[src/rtl/game_pkg.sv]
// Shared definitions for the game round timer: FSM state encodings, BCD limits
// and a BCD-to-binary helper used for the warning threshold comparison.
package game_pkg;

  typedef enum logic [1:0] {
    TMR_IDLE    = 2'd0,
    TMR_RUN     = 2'd1,
    TMR_PAUSE   = 2'd2,
    TMR_EXPIRED = 2'd3
  } tmr_state_e;

  localparam logic [3:0] BCD_MAX = 4'd9;

  // Two BCD digits (each 0..9) to a binary value 0..99.
  function automatic logic [6:0] bcd2bin(input logic [3:0] tens, input logic [3:0] ones);
    return (7'(tens) * 7'd10) + 7'(ones);
  endfunction

endpackage

[src/rtl/game_countdown_timer_tick_prescaler.sv]
// One-second tick generator: a down-counter that fires on its terminal count
// while enabled and immediately restarts the next second.
module tick_prescaler #(
  parameter int CLOCK_FREQUENCY = 50000000
) (
  input  logic ClockIn,
  input  logic Resetn,
  input  logic Reload,
  input  logic Enable,
  output logic Tick
);

  localparam int CNT_W = $clog2(CLOCK_FREQUENCY);
  localparam logic [CNT_W-1:0] RELOAD_VALUE = CNT_W'(CLOCK_FREQUENCY - 1);

  logic [CNT_W-1:0] count_q;

  // A reload request always suppresses the tick so an abort never also decrements.
  assign Tick = Enable && !Reload && (count_q == '0);

  // Count down while enabled, hold otherwise; wrap to a full second at zero.
  always_ff @(posedge ClockIn or negedge Resetn) begin
    if (!Resetn) begin
      count_q <= RELOAD_VALUE;
    end else if (Reload) begin
      count_q <= RELOAD_VALUE;
    end else if (Enable) begin
      if (count_q == '0) begin
        count_q <= RELOAD_VALUE;
      end else begin
        count_q <= count_q - CNT_W'(1);
      end
    end
  end

endmodule

[src/rtl/game_countdown_timer.sv]
// Round countdown timer: Start/Pause/Abort control FSM, two BCD digit registers
// feeding the HEX decoders, and the status flags consumed by the game FSM.
module game_countdown_timer
  import game_pkg::*;
#(
  parameter int CLOCK_FREQUENCY = 50000000,
  parameter int START_SECONDS   = 60,
  parameter int WARN_SECONDS    = 10
) (
  input  logic       ClockIn,
  input  logic       Resetn,
  input  logic       Start,
  input  logic       Pause,
  input  logic       Abort,
  output logic [3:0] OnesValue,
  output logic [3:0] TensValue,
  output logic       Running,
  output logic       Warning,
  output logic       SecondTick,
  output logic       TimeUp,
  output logic       Expired
);

  localparam logic [3:0] PRESET_TENS = 4'(START_SECONDS / 10);
  localparam logic [3:0] PRESET_ONES = 4'(START_SECONDS % 10);
  localparam logic [6:0] WARN_LIMIT  = 7'(WARN_SECONDS);

  tmr_state_e state_q;
  logic [3:0] ones_q, tens_q;
  logic [3:0] onesDec_d, tensDec_d;
  logic       secondTick_q, timeUp_q;
  logic       canStart, prescReload, prescEnable, tick;

  // Start only counts from IDLE or EXPIRED; in RUNNING/PAUSED it must not touch the phase.
  assign canStart    = Start && ((state_q == TMR_IDLE) || (state_q == TMR_EXPIRED));
  assign prescReload = Abort || canStart;
  assign prescEnable = (state_q == TMR_RUN);

  tick_prescaler #(
    .CLOCK_FREQUENCY(CLOCK_FREQUENCY)
  ) u_prescaler (
    .ClockIn(ClockIn),
    .Resetn (Resetn),
    .Reload (prescReload),
    .Enable (prescEnable),
    .Tick   (tick)
  );

  // BCD decrement with borrow from tens; saturates at 00 so the digits never wrap.
  always_comb begin
    onesDec_d = ones_q;
    tensDec_d = tens_q;
    if (ones_q != 4'd0) begin
      onesDec_d = ones_q - 4'd1;
    end else if (tens_q != 4'd0) begin
      onesDec_d = BCD_MAX;
      tensDec_d = tens_q - 4'd1;
    end
  end

  // Control FSM plus digit registers and the one-cycle tick/time-up pulses.
  always_ff @(posedge ClockIn or negedge Resetn) begin
    if (!Resetn) begin
      state_q      <= TMR_IDLE;
      ones_q       <= PRESET_ONES;
      tens_q       <= PRESET_TENS;
      secondTick_q <= 1'b0;
      timeUp_q     <= 1'b0;
    end else begin
      secondTick_q <= 1'b0;
      timeUp_q     <= 1'b0;
      if (Abort) begin
        state_q <= TMR_IDLE;
        ones_q  <= PRESET_ONES;
        tens_q  <= PRESET_TENS;
      end else if (canStart) begin
        state_q <= TMR_RUN;
        ones_q  <= PRESET_ONES;
        tens_q  <= PRESET_TENS;
      end else begin
        case (state_q)
          TMR_RUN: begin
            if (tick) begin
              ones_q       <= onesDec_d;
              tens_q       <= tensDec_d;
              secondTick_q <= 1'b1;
              if ((onesDec_d == 4'd0) && (tensDec_d == 4'd0)) begin
                timeUp_q <= 1'b1;
                state_q  <= TMR_EXPIRED;
              end else if (Pause) begin
                state_q <= TMR_PAUSE;
              end
            end else if (Pause) begin
              state_q <= TMR_PAUSE;
            end
          end
          TMR_PAUSE: begin
            if (!Pause) begin
              state_q <= TMR_RUN;
            end
          end
          default: begin
          end
        endcase
      end
    end
  end

  assign OnesValue  = ones_q;
  assign TensValue  = tens_q;
  assign Running    = (state_q == TMR_RUN);
  assign Expired    = (state_q == TMR_EXPIRED);
  assign SecondTick = secondTick_q;
  assign TimeUp     = timeUp_q;
  assign Warning    = ((state_q == TMR_RUN) || (state_q == TMR_PAUSE)) &&
                      (bcd2bin(tens_q, ones_q) <= WARN_LIMIT);

endmodule

[config.mk]
export PLATFORM = sky130hd
export DESIGN_NAME = game_countdown_timer
export DESIGN_NICKNAME = d
export VERILOG_FILES = /design/src/rtl/game_pkg.sv /design/src/rtl/game_countdown_timer_tick_prescaler.sv /design/src/rtl/game_countdown_timer.sv
export SDC_FILE = /design/constraint.sdc
export NUM_CORES = 1
export LEC_CHECK = 0
export ABC_CLOCK_PERIOD_IN_PS = 2500
export CAP_MARGIN = 15
export CORE_UTILIZATION = 54
export CTS_CLUSTER_SIZE = 25
export DETAILED_ROUTE_END_ITERATION = 10
export HOLD_SLACK_MARGIN = 0.02
export PLACE_DENSITY_LB_ADDON = 0.05
export SYNTH_ARGS = -nofsm -noshare
export SYNTH_HDL_FRONTEND = slang
export SYNTH_SLANG_ARGS = --single-unit
[constraint.sdc]
create_clock -name ClockIn -period 2.5 [get_ports ClockIn]
set_clock_uncertainty 0.05 [all_clocks]
set_input_delay 0.375 -clock ClockIn [delete_from_list [all_inputs] [get_ports ClockIn]]
set_output_delay 0.375 -clock ClockIn [all_outputs]
set_load 0.05 [all_outputs]
==> Yosys cells after proc, flatten, opt, wreduce, memory -nomap -nowiden <==
Cells that the tools add are included.
{ "word_totals": {"regBits": 38, "in_bits": 5, "output_inout_bits": 13, "wordCells": 68} }
{ "classes": {"n_addsub": 4, "multipliers": 1, "n_lt_le_gt_ge": 1, "n_eq_ne": 4, "mux": 31, "n_reduce_logical": 21} }
{ "op_table": {"columns": ["op", "n"], "rows": [
  ["two-way mux 26 bit", 3],
  ["two-way mux 4 bit", 12],
  ["logical NOT 26 bit", 1],
  ["subtractor 26 x 1 -> 26 bit (second input constant)", 1],
  ["two-way mux 2 bit", 6],
  ["nonzero test 4 bit", 3],
  ["two-way mux 1 bit", 9],
  ["logical NOT 4 bit", 2],
  ["subtractor 4 x 1 -> 4 bit (second input constant)", 2],
  ["adder 7 x 4 -> 7 bit", 1],
  ["<= comparator 7 x 4 -> 1 bit (second input constant)", 1],
  ["multiplier 4 x 3 -> 6 bit (second input constant)", 1],
  ["nonzero test 3 bit", 2],
  ["logical AND 1 bit", 5],
  ["== test 2 bit (second input constant)", 2],
  ["inequality test 4 bit (second input constant)", 1],
  ["case mux 2 bit (2 select lines)", 1],
  ["AND reduction 2 bit", 2],
  ["logical OR 1 bit", 3],
  ["== test 2 x 1 -> 1 bit (second input constant)", 1],
  ["logical NOT 2 bit", 1],
  ["nonzero test 2 bit", 1],
  ["logical NOT 1 bit", 1]
]} }

==> Logic depth before layout (Yosys ltp) <==
{ "logic_depth": {"word_depth": 11, "mapped_depth": 9, "mapped_depth_nobuf": 9} }

==> Cells and area by module <==
A second synthesis with hierarchy kept.
{ "hier_totals": {"hier_cells": 287, "hier_area_um2": 2606.2} }
{ "by_module_without_submodules": {"columns": ["mod", "instances", "cells_per_inst", "area_per_inst_um2", "seq_area_each_um2"], "rows": [
  ["tick_prescaler", 1, 172, 1589.0, 673.1],
  ["game_countdown_timer", 1, 115, 1017.2, 302.8]
]} }

==> Least setup slack after synthesis <==
Ideal clock, no wire load.
{ "synth_path": {"kind": "register -> output", "startpoint": "register tens_q[1] (netlist: TensValue[1])", "endpoint": "output Warning", "arrival_ns": 3.259, "slack_ns": -1.184, "stages_incl_launch_ff": 9, "n_path_buf": 0, "cell_sequence": "dfstp_2 -> ha_1 -> ha_1 -> inv_1 -> fa_1 -> or3_1 -> nand2_1 -> a31oi_1 -> nor3_1"} }
{ "synth_between": {"elab_chain_cells": 4} }
{ "synth_rtl": {"columns": ["item", "line", "text"], "rows": [
  ["start, declared", "game_countdown_timer.sv:29", "logic [3:0] ones_q, tens_q;"],
  ["start signal, assigned", "game_countdown_timer.sv:85", "tens_q <= tensDec_d;"],
  ["multiplier 4 x 3 -> 6 bit", "game_pkg.sv:16", "return (7'(tens) * 7'd10) + 7'(ones);"],
  ["adder 7 x 4 -> 7 bit", "game_pkg.sv:16", null],
  ["<= comparator 7 x 4 -> 1 bit", "game_countdown_timer.sv:116", "(bcd2bin(tens_q, ones_q) <= WARN_LIMIT);"],
  ["logical AND 1 bit", "game_countdown_timer.sv:115", "assign Warning = ((state_q == TMR_RUN) || (state_q == TMR_PAUSE)) &&"],
  ["end, declared", "game_countdown_timer.sv:18", "output logic Warning,"]
]} }
Every way passes these cells.

==> Final worst setup path <==
Ends and elaborated chain as after synthesis.

==> flow_summary.toml <==
[placed_design]
port-buffer-count = 17
dpl_cell_area_mm2 = 0.00323
post-place-ws_ns = -0.237
dp_hpwl_um = 4790
gp_congestion = 0.848

[power]
total_power_mw = 1.80
vdd_drop_max_mv = 0.368
cellLeakagePower_nw = 1.36
power_per_unit_of_standard_cell_area_mw_per_mm2 = 538

[synth]
ys_dominant_reg_cell = "sky130_fd_sc_hd__dfstp_2"
sequential_fraction_of_the_synthesis_area_pct = 35.6
synth.lib_cells_used.distinct = 66
synth_area_mm2 = 0.00274
yosysWarnings = 0
synthesized_nets = 322
postSynthAreaPerCell_um2 = 9.11
synth-seq-cells = 38
yosysTopAreaCell = "sky130_fd_sc_hd__dfstp_2"
netlist_top_cells_area = "sky130_fd_sc_hd__dfstp_2, sky130_fd_sc_hd__dfrtp_1, sky130_fd_sc_hd__ha_1"
synth_top_cell_area_share_pct = 19.2
synth_enable_flop_cells = 0
synth-async-reset-ratio_pct = 100
syn-instance-count = 301

[detailed_routing]
drt_wl_total_um = 6470
number_of_routed_nets_with_antenna_violations = 0
drt-vias-per-instance = 6.00
drt-pass1-iter-count = 4
avgRoutedWirePerCell_um = 15.7
detailroute.via_count = 2478
detailedRoute.firstIterationViolations = 154
remaining_drc_errors = 0

[cells_and_area]
post_route_cells_drive_above_1_share_pct = 26.6
multi_input_area_mm2 = 0.00173
finalNetCount = 366
layout.cells.most_common_list = "sky130_fd_sc_hd__buf_4, sky130_fd_sc_hd__nand2_1, sky130_fd_sc_hd__nor2_1"
areaGrowthSynthToFinish_pct = 21.9
area.sequential_um2 = 986
n_antenna_cell = 0
nFillCells = 404
final_cell_area_mm2 = 0.00334
layout.cells.most_common = "sky130_fd_sc_hd__buf_4"

[sta]
layout_min_cycle_time_ns = 2.99
max_freq_mhz = 334
relSlewSlack_pct = 41.8
final-setup-viol-count = 1
max_slew.worst_pin.slew_ns = 0.873
rsz_0062_raised_after_global_routing = "true"
fin_worst_setup_slack_ns = -0.492
min_period_over_period_pct = 120
hold_ws_ns = 0.145
finalSetupTns_ns = -0.492
timing.final.max_slew_violations = 0
timing_hold_violations_final = 0

[worst_setup_path]
required_ns = 2.08
path_max_fanout = 2
cp_data_arrival_time_ns = 2.57
cp_capture_type = "output port"
criticalPathCategory = "flip-flop to output port"
crit_path_start_kind = "flip-flop"

[global_route]
grt_start_max_net_pins = 39
global_route.usage.total_pct = 27.6
global_route_wire_length_before_repair_um = 11200
antenna_violations_before_repair = 0
grt_pass1_vias = 2391
globalRoute.totalOverflow = 0

[floorplanning]
die_area_mm2 = 0.00537
die_h_um = 73.3
std_cell_core_area_mm2 = 0.00482
initial_utilization_pct = 56.9
num_rows = 25
floorplan.die.width_um = 73.3
io_pins = 18

[clocking]
cts-hold-fix-buffers = 0
tritoncts = "yes"
cts.repair_timing.setup_buffer_count = 0
clock-sinks = 38
cts.reportedPaths.clkPinSlew_ns = 0.08
clockBufferDepth = 2
clock_latency_ns = 0.30
root_buffer = "sky130_fd_sc_hd__clkbuf_8"
ctsHtreeMaxLevel = 2
cts_buffers = 5

[run]
cap_violations = 0

[hold_path]
hold_class = "input port to async pin"

[status]
outcome = "finished with violations"
violations = "negative setup slack"
[metrics by stage]
stage / util, % / std cells
6_report: 69.4 / 413
5_1_grt: 69.4 / 413
4_1_cts: 69.1 / 413
3_5_place_dp: 67.1 / 405
3_3_place_gp: 67.1 / 405
2_1_floorplan: - / 301
[routing by layer]
layer	global-route usage, %	part of all wire (%)	vias to the layer above
li1	-	-	1203
met1	34.0	44	1189
met2	47.3	49	71
met3	4.80	4.5	15
met4	11.8	2.8	0
met5	0	0	-
[sequential cells by signal, summed over array words and instances (netlist names)]
name	cells
TensValue	4
OnesValue	4
TimeUp	1
state_q	2
u_prescaler.count_q	26
SecondTick	1
[final cells by class]
| class | instances | area share [%] |
|---|---|---|
| inverters | 16 | 1.80 |
| clock buffers | 8 | 2.69 |
| flip-flops and latches | 38 | 29.5 |
| repair buffers | 47 | 11.9 |
| multi-input cells | 237 | 51.6 |
| well taps | 67 | 2.51 |
[cell usage after synthesis, drive strengths merged, types with 2 or more instances]
| master | n |
|---|---|
| nand2 | 30 |
| nor2 | 26 |
| a21oi | 21 |
| dfstp | 20 |
| o21ai | 19 |
| dfrtp | 18 |
| inv | 16 |
| ha | 14 |
| nor3 | 11 |
| a31oi | 8 |
| nand3 | 8 |
| nor4 | 8 |
| or3 | 8 |
| nand4 | 7 |
| o31ai | 7 |
| xnor2 | 7 |
| buf | 6 |
| a21o | 5 |
| clkbuf | 4 |
| nand2b | 4 |
| a2111oi | 3 |
| a211o | 3 |
| and3 | 3 |
| mux2i | 3 |
| nand3b | 3 |
| or4 | 3 |
| a211oi | 2 |
| a22oi | 2 |
| fa | 2 |
| nor2b | 2 |
| nor3b | 2 |
| o21a | 2 |
| o41ai | 2 |
| or2 | 2 |
| or3b | 2 |
| xor2 | 2 |
[worst max-delay path, cell delays in order, from the launching register on]
cell and delay [ns]:
sky130_fd_sc_hd__dfstp_4 0.63, sky130_fd_sc_hd__ha_4 0.20, sky130_fd_sc_hd__ha_4 0.15, sky130_fd_sc_hd__inv_2 0.05, sky130_fd_sc_hd__fa_2 0.44, sky130_fd_sc_hd__or3_1 0.32
sky130_fd_sc_hd__nand2_1 0.08, sky130_fd_sc_hd__a31oi_2 0.10, sky130_fd_sc_hd__nor3_4 0.16, sky130_fd_sc_hd__buf_12 0.16
[report_power, final]
group / leakage, nW / internal [mW] / switching, mW
registers: 0.457 / 0.677 / 0.0663
logic: 0.859 / 0.215 / 0.393
clock network: 0.0455 / 0.225 / 0.221
[logic make-up after synthesis]
group / count (synthesis) / share of synthesized area, %
xor gates and xnor gates: 9 / 2.87
AOI/OAI and AO/OA: 82 / 20.4
buffers and inverters: 26 / 4.38
DFF: 38 / 35.6
adders and majority gates: 16 / 7.85
and+or+nand+nor: 126 / 27.4
muxes: 4 / 1.51
[final timing paths]
kind | startpoint | endpoint | slack (ns) | depth (start not counted)
max | TensValue[1]$_DFFE_PN1P_ | Warning | -0.49 | 9
min | Resetn | OnesValue[3]$_DFFE_PN0P_ | 0.15 | 1
max reg2reg | TensValue[1]$_DFFE_PN1P_ | state_q[1]$_DFFE_PN0P_ | 0.19 | 9
min reg2reg | u_prescaler.count_q[24]$_DFFE_PN0P_ | u_prescaler.count_q[24]$_DFFE_PN0P_ | 0.44 | 1
max in group asynchronous | Resetn | TensValue[3]$_DFFE_PN0P_ | 1.66 | 1
min in group ClockIn | u_prescaler.count_q[24]$_DFFE_PN0P_ | u_prescaler.count_q[24]$_DFFE_PN0P_ | 0.44 | 1
[timing repair]
item | CTS | global route
resized for setup | 2 | 3
pin swaps | 0 | 2
setup endpoints to repair | 3 | 3
Note: power is estimated with default switching activity, not from simulation.
